**src/rtl/prog_loader_pkg.sv**
```systemverilog
// Shared types and constants for the serial program loader and its UART receiver.
package prog_loader_pkg;

   typedef enum logic [1:0] {
      LDR_WAIT_SYNC = 2'd0,
      LDR_LOAD      = 2'd1,
      LDR_ERROR     = 2'd2
   } ldr_state_t;

   typedef enum logic [1:0] {
      RX_IDLE  = 2'd0,
      RX_START = 2'd1,
      RX_DATA  = 2'd2,
      RX_STOP  = 2'd3
   } rx_state_t;

   localparam logic [7:0] LDR_SYNC_BYTE  = 8'hA5;
   localparam int         RX_SYNC_STAGES = 2;

   // UART sends LSB first, so each new bit enters at the top and moves down.
   function automatic logic [7:0] shift_in_lsb_first(input logic [7:0] cur, input logic bit_in);
      return {bit_in, cur[7:1]};
   endfunction

endpackage

```
**src/rtl/prog_loader_uart_rx.sv**
```systemverilog
// 8N1 UART receiver: synchroniser, start validation, mid-bit sampling, one-cycle
// rx_valid or rx_ferr pulse per frame.
module uart_rx
   import prog_loader_pkg::*;
#(
   parameter int CLK_DIV = 434
) (
   input  logic       clk,
   input  logic       reset_n,
   input  logic       rxd,
   output logic [7:0] rx_data,
   output logic       rx_valid,
   output logic       rx_ferr
);

   localparam int                CNT_W   = $clog2(CLK_DIV);
   localparam logic [CNT_W-1:0] HALF_M1 = CNT_W'(CLK_DIV / 2 - 1);
   localparam logic [CNT_W-1:0] FULL_M1 = CNT_W'(CLK_DIV - 1);

   // Synchroniser resets to the idle-high level so reset release never looks like a start edge.
   logic [RX_SYNC_STAGES-1:0] sync_reg;
   logic                      rxd_prev_reg;
   logic                      rxd_s;
   logic                      rx_fall;

   rx_state_t        rx_state_reg, rx_state_next;
   logic [CNT_W-1:0] baud_cnt_reg, baud_cnt_next;
   logic [2:0]       bit_cnt_reg, bit_cnt_next;
   logic [7:0]       shift_reg, shift_next;
   logic             rx_valid_reg, rx_valid_next;
   logic             rx_ferr_reg, rx_ferr_next;

   assign rxd_s   = sync_reg[RX_SYNC_STAGES-1];
   assign rx_fall = rxd_prev_reg & ~rxd_s;

   always_ff @(posedge clk or negedge reset_n) begin
      if (!reset_n) begin
         sync_reg     <= '1;
         rxd_prev_reg <= 1'b1;
      end else begin
         sync_reg     <= {sync_reg[RX_SYNC_STAGES-2:0], rxd};
         rxd_prev_reg <= rxd_s;
      end
   end

   always_ff @(posedge clk or negedge reset_n) begin
      if (!reset_n) begin
         rx_state_reg <= RX_IDLE;
         baud_cnt_reg <= '0;
         bit_cnt_reg  <= '0;
         shift_reg    <= '0;
         rx_valid_reg <= 1'b0;
         rx_ferr_reg  <= 1'b0;
      end else begin
         rx_state_reg <= rx_state_next;
         baud_cnt_reg <= baud_cnt_next;
         bit_cnt_reg  <= bit_cnt_next;
         shift_reg    <= shift_next;
         rx_valid_reg <= rx_valid_next;
         rx_ferr_reg  <= rx_ferr_next;
      end
   end

   always_comb begin
      rx_state_next = rx_state_reg;
      baud_cnt_next = baud_cnt_reg + CNT_W'(1);
      bit_cnt_next  = bit_cnt_reg;
      shift_next    = shift_reg;
      rx_valid_next = 1'b0;
      rx_ferr_next  = 1'b0;

      case (rx_state_reg)
         RX_IDLE: begin
            // Needs a genuine 1->0 edge, so a held-low break cannot re-arm by itself.
            baud_cnt_next = '0;
            if (rx_fall) begin
               rx_state_next = RX_START;
            end
         end
         RX_START: begin
            if (baud_cnt_reg == HALF_M1) begin
               baud_cnt_next = '0;
               bit_cnt_next  = '0;
               rx_state_next = rxd_s ? RX_IDLE : RX_DATA;
            end
         end
         RX_DATA: begin
            if (baud_cnt_reg == FULL_M1) begin
               baud_cnt_next = '0;
               shift_next    = shift_in_lsb_first(shift_reg, rxd_s);
               bit_cnt_next  = bit_cnt_reg + 3'd1;
               if (bit_cnt_reg == 3'd7) begin
                  rx_state_next = RX_STOP;
               end
            end
         end
         RX_STOP: begin
            if (baud_cnt_reg == FULL_M1) begin
               baud_cnt_next = '0;
               rx_state_next = RX_IDLE;
               rx_valid_next = rxd_s;
               rx_ferr_next  = ~rxd_s;
            end
         end
         default: begin
            rx_state_next = RX_IDLE;
         end
      endcase
   end

   assign rx_data  = shift_reg;
   assign rx_valid = rx_valid_reg;
   assign rx_ferr  = rx_ferr_reg;

endmodule

```
**src/rtl/prog_loader.sv**
```systemverilog
// Serial program loader: a sync byte opens a load of 2**ADRS_W bytes into program
// memory while the CPU is held in reset.
module prog_loader
   import prog_loader_pkg::*;
#(
   parameter int         CLK_DIV   = 434,
   parameter int         ADRS_W    = 4,
   parameter logic [7:0] SYNC_BYTE = LDR_SYNC_BYTE
) (
   input  logic              clk,
   input  logic              reset_n,
   input  logic              rxd,
   output logic              mem_we,
   output logic [ADRS_W-1:0] mem_adrs,
   output logic [7:0]        mem_dat,
   output logic              cpu_hold,
   output logic              load_done,
   output logic              load_err
);

   localparam logic [ADRS_W-1:0] LAST_ADRS = {ADRS_W{1'b1}};

   logic [7:0] rx_data;
   logic       rx_valid;
   logic       rx_ferr;
   logic       sync_seen;

   uart_rx #(
      .CLK_DIV (CLK_DIV)
   ) u_uart_rx (
      .clk      (clk),
      .reset_n  (reset_n),
      .rxd      (rxd),
      .rx_data  (rx_data),
      .rx_valid (rx_valid),
      .rx_ferr  (rx_ferr)
   );

   ldr_state_t        state_reg, state_next;
   logic [ADRS_W-1:0] adrs_reg, adrs_next;
   logic              mem_we_reg, mem_we_next;
   logic [ADRS_W-1:0] mem_adrs_reg, mem_adrs_next;
   logic [7:0]        mem_dat_reg, mem_dat_next;
   logic              cpu_hold_reg, cpu_hold_next;
   logic              load_done_reg, load_done_next;
   logic              load_err_reg, load_err_next;

   assign sync_seen = rx_valid && (rx_data == SYNC_BYTE);

   always_ff @(posedge clk or negedge reset_n) begin
      if (!reset_n) begin
         state_reg     <= LDR_WAIT_SYNC;
         adrs_reg      <= '0;
         mem_we_reg    <= 1'b0;
         mem_adrs_reg  <= '0;
         mem_dat_reg   <= '0;
         cpu_hold_reg  <= 1'b0;
         load_done_reg <= 1'b0;
         load_err_reg  <= 1'b0;
      end else begin
         state_reg     <= state_next;
         adrs_reg      <= adrs_next;
         mem_we_reg    <= mem_we_next;
         mem_adrs_reg  <= mem_adrs_next;
         mem_dat_reg   <= mem_dat_next;
         cpu_hold_reg  <= cpu_hold_next;
         load_done_reg <= load_done_next;
         load_err_reg  <= load_err_next;
      end
   end

   always_comb begin
      state_next     = state_reg;
      adrs_next      = adrs_reg;
      mem_we_next    = 1'b0;
      mem_adrs_next  = mem_adrs_reg;
      mem_dat_next   = mem_dat_reg;
      load_done_next = 1'b0;
      load_err_next  = load_err_reg;

      case (state_reg)
         LDR_WAIT_SYNC: begin
            if (sync_seen) begin
               state_next    = LDR_LOAD;
               adrs_next     = '0;
               load_err_next = 1'b0;
            end
         end
         LDR_LOAD: begin
            if (rx_valid) begin
               mem_we_next   = 1'b1;
               mem_adrs_next = adrs_reg;
               mem_dat_next  = rx_data;
               adrs_next     = adrs_reg + ADRS_W'(1);
               if (adrs_reg == LAST_ADRS) begin
                  load_done_next = 1'b1;
                  state_next     = LDR_WAIT_SYNC;
               end
            end else if (rx_ferr) begin
               state_next    = LDR_ERROR;
               load_err_next = 1'b1;
            end
         end
         LDR_ERROR: begin
            if (sync_seen) begin
               state_next    = LDR_LOAD;
               adrs_next     = '0;
               load_err_next = 1'b0;
            end
         end
         default: begin
            state_next = LDR_WAIT_SYNC;
         end
      endcase

      // Hold stays up through the final write so the CPU never runs on a half-written image.
      cpu_hold_next = (state_next != LDR_WAIT_SYNC) || load_done_next;
   end

   assign mem_we    = mem_we_reg;
   assign mem_adrs  = mem_adrs_reg;
   assign mem_dat   = mem_dat_reg;
   assign cpu_hold  = cpu_hold_reg;
   assign load_done = load_done_reg;
   assign load_err  = load_err_reg;

endmodule

```
**config.mk**
```make
export PLATFORM = sky130hd
export DESIGN_NAME = prog_loader
export DESIGN_NICKNAME = d
export VERILOG_FILES = /design/src/rtl/prog_loader_pkg.sv /design/src/rtl/prog_loader_uart_rx.sv /design/src/rtl/prog_loader.sv
export SDC_FILE = /design/constraint.sdc
export NUM_CORES = 1
export LEC_CHECK = 0
export CORE_ASPECT_RATIO = 0.6
export CORE_MARGIN = 5
export CORE_UTILIZATION = 55
export CTS_BUF_LIST = sky130_fd_sc_hd__clkbuf_4 sky130_fd_sc_hd__clkbuf_8
export CTS_CLUSTER_SIZE = 12
export DETAILED_ROUTE_END_ITERATION = 12
export GPL_TIMING_DRIVEN = 0
export PLACE_DENSITY_LB_ADDON = 0.3
export RECOVER_POWER = 50
export SYNTH_ARGS = -nofsm -noshare
export SYNTH_HDL_FRONTEND = slang
export SYNTH_SLANG_ARGS = --single-unit
```
**constraint.sdc**
```tcl
create_clock -name clk -period 2.4 [get_ports clk]
set_input_delay 0.36 -clock clk [delete_from_list [all_inputs] [get_ports clk]]
set_output_delay 0.36 -clock clk [all_outputs]
set_load 0.01 [all_outputs]
```
==> results of run 1 <==
==> through the flow <==
step	hold slack, ps	power, mW	util
6_report	313	1.71	0.672
5_1_grt	372	1.79	0.672
4_1_cts	54.5	1.73	0.677
3_5_place_dp	351	1.14	0.646
3_3_place_gp	347	1.12	0.642
2_1_floorplan	64.4	1.08	-
==> layer usage <==
metal / GRT usage / wire length [um]
met1: 0.202 / 1750
met2: 0.263 / 1850
met3: 0.0506 / 146
met4: 0.0446 / 29
met5: 0 / 0
==> worst max-delay path: cells and delay by family (launching register included) <==
family        cells  cell delay, ps
buf+inv           2             740
flops             1             470
mux               1             410
simple gates      1             190
==> worst paths after layout <==
| kind | start | to | slack [ps] | cells past startpoint |
|---|---|---|---|---|
| worst max-delay path | state_reg[0]$_DFF_PN0_ | mem_dat[4]$_DFFE_PN0P_ | 480 | 4 |
| worst min-delay path | reset_n | u_uart_rx.baud_cnt_reg[0]$_DFF_PN0_ | 310 | 1 |
| worst max register to register | state_reg[0]$_DFF_PN0_ | mem_dat[4]$_DFFE_PN0P_ | 480 | 4 |
| worst min register to register | u_uart_rx.sync_reg[0]$_DFF_PN1_ | u_uart_rx.sync_reg[1]$_DFF_PN1_ | 370 | 0 |
| max in group asynchronous | reset_n | u_uart_rx.rx_ferr$_DFF_PN0_ | 850 | 2 |
| min in group clk | u_uart_rx.sync_reg[0]$_DFF_PN1_ | u_uart_rx.sync_reg[1]$_DFF_PN1_ | 370 | 0 |
==> final cells by class <==
cell class / instances / area, um^2
fill: 280 / 1210
sequential: 49 / 1230
tap: 47 / 58.8
multi-input combinational: 103 / 855
buffer: 5 / 31.3
inverter: 5 / 18.8
clock inverter: 3 / 46.3
clock buffer: 5 / 68.8
timing repair buffer: 19 / 179
==> kinds of logic (layout without fill, tap and decap cells) <==
kind of cell	after synthesis	count (layout)	share of synthesized area
compound gates	13	13	0.0509
xor+xnor	10	10	0.0410
fa+ha+maj	6	6	0.0351
buf+inv	10	37	0.0246
flops	49	49	0.576
mux	24	24	0.128
simple gates	50	50	0.145
==> cell usage in the layout, fill, tap and decap left out, drive strengths merged, types with 2 or more instances in the layout <==
cell,count
dfrtp,46
mux2,23
clkdlybuf4s50,16
nor2,15
clkbuf,10
nand2,7
xnor2,6
ha,6
inv,5
nand4,4
nand2b,4
nand3,4
xor2,4
nor2b,4
a22o,4
nor3,3
dfstp,3
buf,2
==> where the power goes <==
group | switching [mW] | internal, mW
clock network | 0.276 | 0.312
logic | 0.119 | 0.0854
registers | 0.0451 | 0.872
==> impl_results.md, run 1 <==
- H-tree levels: 2
- CTS Hold Buffers Added: 0
- Die area: 0.00527 mm^2
- Post-DP HPWL: 2710 um
- Cells after synthesis: 162
- Cell Area, Placed: approximately 0.0024 mm^2
- Total number of vias: about 1300
- CTS buffer count: 5
- Fin. max-slew vios: 0
- Pre-Repair DR Iteration Count: 4
- Final WS setup: 483 ps
- Most frequent cell after synthesis: dfrtp_1
- PD cells: 688 mW/mm^2
- Input/output buffers: 18
- Dpl ws: 624 ps
- Clk_lat worst skew: 300 ps
- Post-synth ARST share: 1.00
- Worst hold-check path type: input port to async pin
- CP Capture Type: register
- Mapped Avg Cell Area: 13.2 um^2
- Post-route insts no fill: 236
- Worst-Margin Slew: 1270 ps
- CP required: ~2600 ps
- Setup crit start kind: register
- Area growth syn-to-layout: 16.4%
- Critical path type: register to register
- Final Wtd Congestion: just under 0.8
- Synth Register Bits: 49
- Post-synth EDFFs: 0
- Seq/Total Area, Yosys: 0.576
- Max Freq: 522 MHz
- Max Cap Viol: 0
- Routed len/inst: around 16 um
- Die Y: 58.3 um
- Worst VDD drop: between 0.4 and 0.5 mV
- Max reg flops: 9
- Post-route setup TNS: 0 ps
- Clk_skew: 13.2 ps
- Clock root buffer: clkbuf_8
- Yosys cell types: 41
- CP arrival: 2100 ps
- CTS resizes: 0
- Final hold violation count: 0
- Initial DRC Count: 39
- Sink Count: 49
- Largest area contributor in the netlist: dfrtp_1
- WL final: around 3800 um
- Worst-path fanout max: 10
- CTS tree: done
- Final period util: 0.799
- Initial antenna violation count: 0
- Row cnt: 17
- Setup Fix Bufs, Post-CTS: 0
- CTS clock-pin slew for the worst setup and hold paths: 90 ps
- DRC: 0
- Vias/cell: 5.53
- GRT Util Overall: 0.158
- CP max stage delay: 490 ps
- Congestion Overflow GR: 0
- Fraction of layout cells with a size suffix above 1: 0.238
- Post-synth net total: 171
- P_leak: about 1.2 nW
- Post-Syn Area: between 0.002 and 0.0025 mm^2
- Nets@finish: 197
- Ys flop type: dfrtp_1
- Post-route cell area: 0.00249 mm^2
- Initial Utilization: 0.577
- RSZ-0062 raised after global routing: false
- Vias in the first global route: 1367
- Num ports: 19
- Dominant cells by area after synthesis: dfrtp_1, mux2_2, dfstp_2
- Final setup vio count: 0
- DRT antenna net count: 0
- Chip Width: 90.5 um
- Rel. slew slack: 0.152
- Crit-path slowest cell: clkbuf_1
- Status: finished clean
- Number of diodes: 0
- Most used cell, CP: clkbuf_1
- Clock buffer depth: 2
- CORE AREA: ~0.0037 mm^2
- Crit-path cells: and3b_1 -> clkbuf_1 -> clkbuf_1 -> mux2_2
- Post-route minimum period: 1920 ps
- Share of Yosys cell area claimed by the top area cell type: 0.539
- Yosys warns: 0
- Pin count of the biggest net entering global routing: 27
- First-pass GRT wire length: 6560 um
- Synth top cells by count: dfrtp_1, mux2_2, nor2_1
- Dpl cells: around 230
Power figures use the tool's default switching activity.
==> run 2: changes to the inputs <==
- clock period: 2.4 -> 1.9 ns (I/O delays scaled with it)
==> run 2 against run 1 <==
Largest power group unchanged. Wire length is 0.40% lower. Register-to-register slack worse by 380 ps. Die area stayed put. Combinational power is 27% higher. Clock power is 27% higher.
==> impl_results.md, run 2 (synthesis gave the netlist of run 1 again) <==
- Die area: between 0.005 and 0.006 mm^2
- P_leak: 1.20 nW
- Clock root buffer: clkbuf_8
- Final period util: 0.947
- Congestion Overflow GR: 0
- Row cnt: 17
- Reg power frac: 0.536
- Fraction of layout cells with a size suffix above 1: 0.247
- Max Cap Viol: 0
- GRT Util Overall: 0.158
- Rel. slew slack: 0.596
- DRT antenna net count: 0
- Initial DRC Count: 37
- Nets@finish: 198
- Initial antenna violation count: 0
- Final setup vio count: 0
- RSZ-0062 raised after global routing: false
- Worst hold-check path type: register to register
- CTS resizes: 0
- Clk_skew: 13.3 ps
- Logic pwr share: 0.120
- Clk_lat worst skew: around 300 ps
- Sink Count: 49
- Setup crit start kind: register
- PD cells: 865 mW/mm^2
- Vias in the first global route: 1373
- CTS tree: done
- Max Freq: 556 MHz
- CTS clock-pin slew for the worst setup and hold paths: 90 ps
- First-pass GRT wire length: 6570 um
- Max reg flops: 9
- Final Wtd Congestion: 0.770
- Dpl ws: 124 ps
- Total number of vias: 1305
- Status: finished clean
- Crit path max-delay family: buffers and inverters
- Num ports: 19
- Post-DP HPWL: 2710 um
- DRC: 0
- Final WS setup: 101 ps
- Worst-Margin Slew: around 610 ps
- Pin count of the biggest net entering global routing: 27
- Input/output buffers: 18
- Die Y: 58.3 um
- Clk network pwr share: 0.344
- Worst-path fanout max: 10
- CTS buffer count: 5
- Initial Utilization: 0.577
- CP required: 2090 ps
- Net Switching: 558 uW
- Post-route insts no fill: about 240
- H-tree levels: 2
- Pint: 1.60 mW
- Chip Width: 90.5 um
- Dpl cells: between 200 and 250
- Tot Pwr: 2.16 mW
- Fin. max-slew vios: 0
- Worst VDD drop: 0.529 mV
- CORE AREA: 0.00370 mm^2
- Area growth syn-to-layout: 17.0%
- Sw Ratio: 0.258
- Crit-path cells: and3b_1 -> buf_2 -> clkbuf_1 -> mux2_2
- Crit-path slowest cell: clkbuf_1
- Clock buffer depth: 2
- CP Capture Type: register
- Number of diodes: 0
- Routed len/inst: between 15 and 20 um
- Critical path type: register to register
- Worst Path Buf+Inv: 2
- Commonest non-fill, non-tap cell in the layout: dfrtp_1
- Pre-Repair DR Iteration Count: 4
- Most frequent cells in the layout: dfrtp_1, mux2_2, clkdlybuf4s50_1
- WL final: 3760 um
- Final hold violation count: 0
- Vias/cell: approximately 5.5
- Post-route minimum period: 1800 ps
- CP max stage delay: about 470 ps
- CP arrival: approximately 2000 ps
[run 2: cell count changes in the layout (fill, tap and decap cells not counted)]
| cell | before | now |
|---|---|---|
| dlygate4sd3_1 | 1 | 2 |
| clkbuf_1 | 3 | 1 |
| buf_2 | 0 | 1 |
| clkbuf_2 | 2 | 3 |
[run 2: worst reg2reg max path: stages (launching register included)]
cell	delay (ps)
dfrtp_1	430
and3b_1	210
buf_2	160
clkbuf_1	470
mux2_2	410
[run 2: power groups by stage]
| stage | Combinational (mW) | Clock [mW] | Sequential (mW) |
|---|---|---|---|
| after global routing | 0.297 | 0.807 | 1.16 |
| after CTS | 0.267 | 0.759 | 1.16 |
| after floorplan | 0.196 | 0 | 1.16 |
| final | 0.261 | 0.744 | 1.16 |
| after global placement | 0.246 | 0 | 1.17 |
| after detailed placement | 0.261 | 0 | 1.18 |
[run 2: repair_timing]
item                      in CTS  in global routing
setup buffers                  0                  0
hold buffers                   1                  0
hold endpoints to repair      23                  0
[run 2: final timing paths]
kind	from	to	slack, ps	depth (start not counted)
worst max register to register	state_reg[1]$_DFF_PN0_	mem_dat[4]$_DFFE_PN0P_	100	4
worst min register to register	u_uart_rx.sync_reg[0]$_DFF_PN1_	u_uart_rx.sync_reg[1]$_DFF_PN1_	370	0
worst min-delay path	u_uart_rx.sync_reg[0]$_DFF_PN1_	u_uart_rx.sync_reg[1]$_DFF_PN1_	370	0
worst max-delay path	state_reg[1]$_DFF_PN0_	mem_dat[4]$_DFFE_PN0P_	100	4
min in group asynchronous	reset_n	u_uart_rx.baud_cnt_reg[0]$_DFF_PN0_	510	2
max in group asynchronous	reset_n	u_uart_rx.rx_ferr$_DFF_PN0_	390	3
[run 2: metal layers]
metal,vias up,global-route usage,wire [um]
met5,-,0,0
met2,20,0.264,1850
met1,663,0.201,1760
met4,0,0.0446,29
li1,618,-,-
met3,4,0.0506,126
[run 2: per-stage QoR]
stage | util | cell area, um^2 | hold slack, ps | TNS (ps)
floorplan | - | 2140 | -10.6 | 0
global placement | 0.642 | 2380 | 347 | -35090
detailed placement | 0.646 | 2390 | 307 | 0
CTS | 0.680 | 2520 | 364 | 0
global route | 0.675 | 2500 | 372 | 0
finish | 0.675 | 2500 | 369 | 0
[run 2: final cells by class]
type | instances | area (um^2)
Inverter | 5 | 18.8
Clock buffer | 5 | 68.8
Timing Repair Buffer | 20 | 190
Buffer | 5 | 32.5
Clock inverter | 3 | 46.3
Fill cell | 282 | 1200
Tap cell | 47 | 58.8
Multi-Input combinational cell | 103 | 855
Sequential cell | 49 | 1230
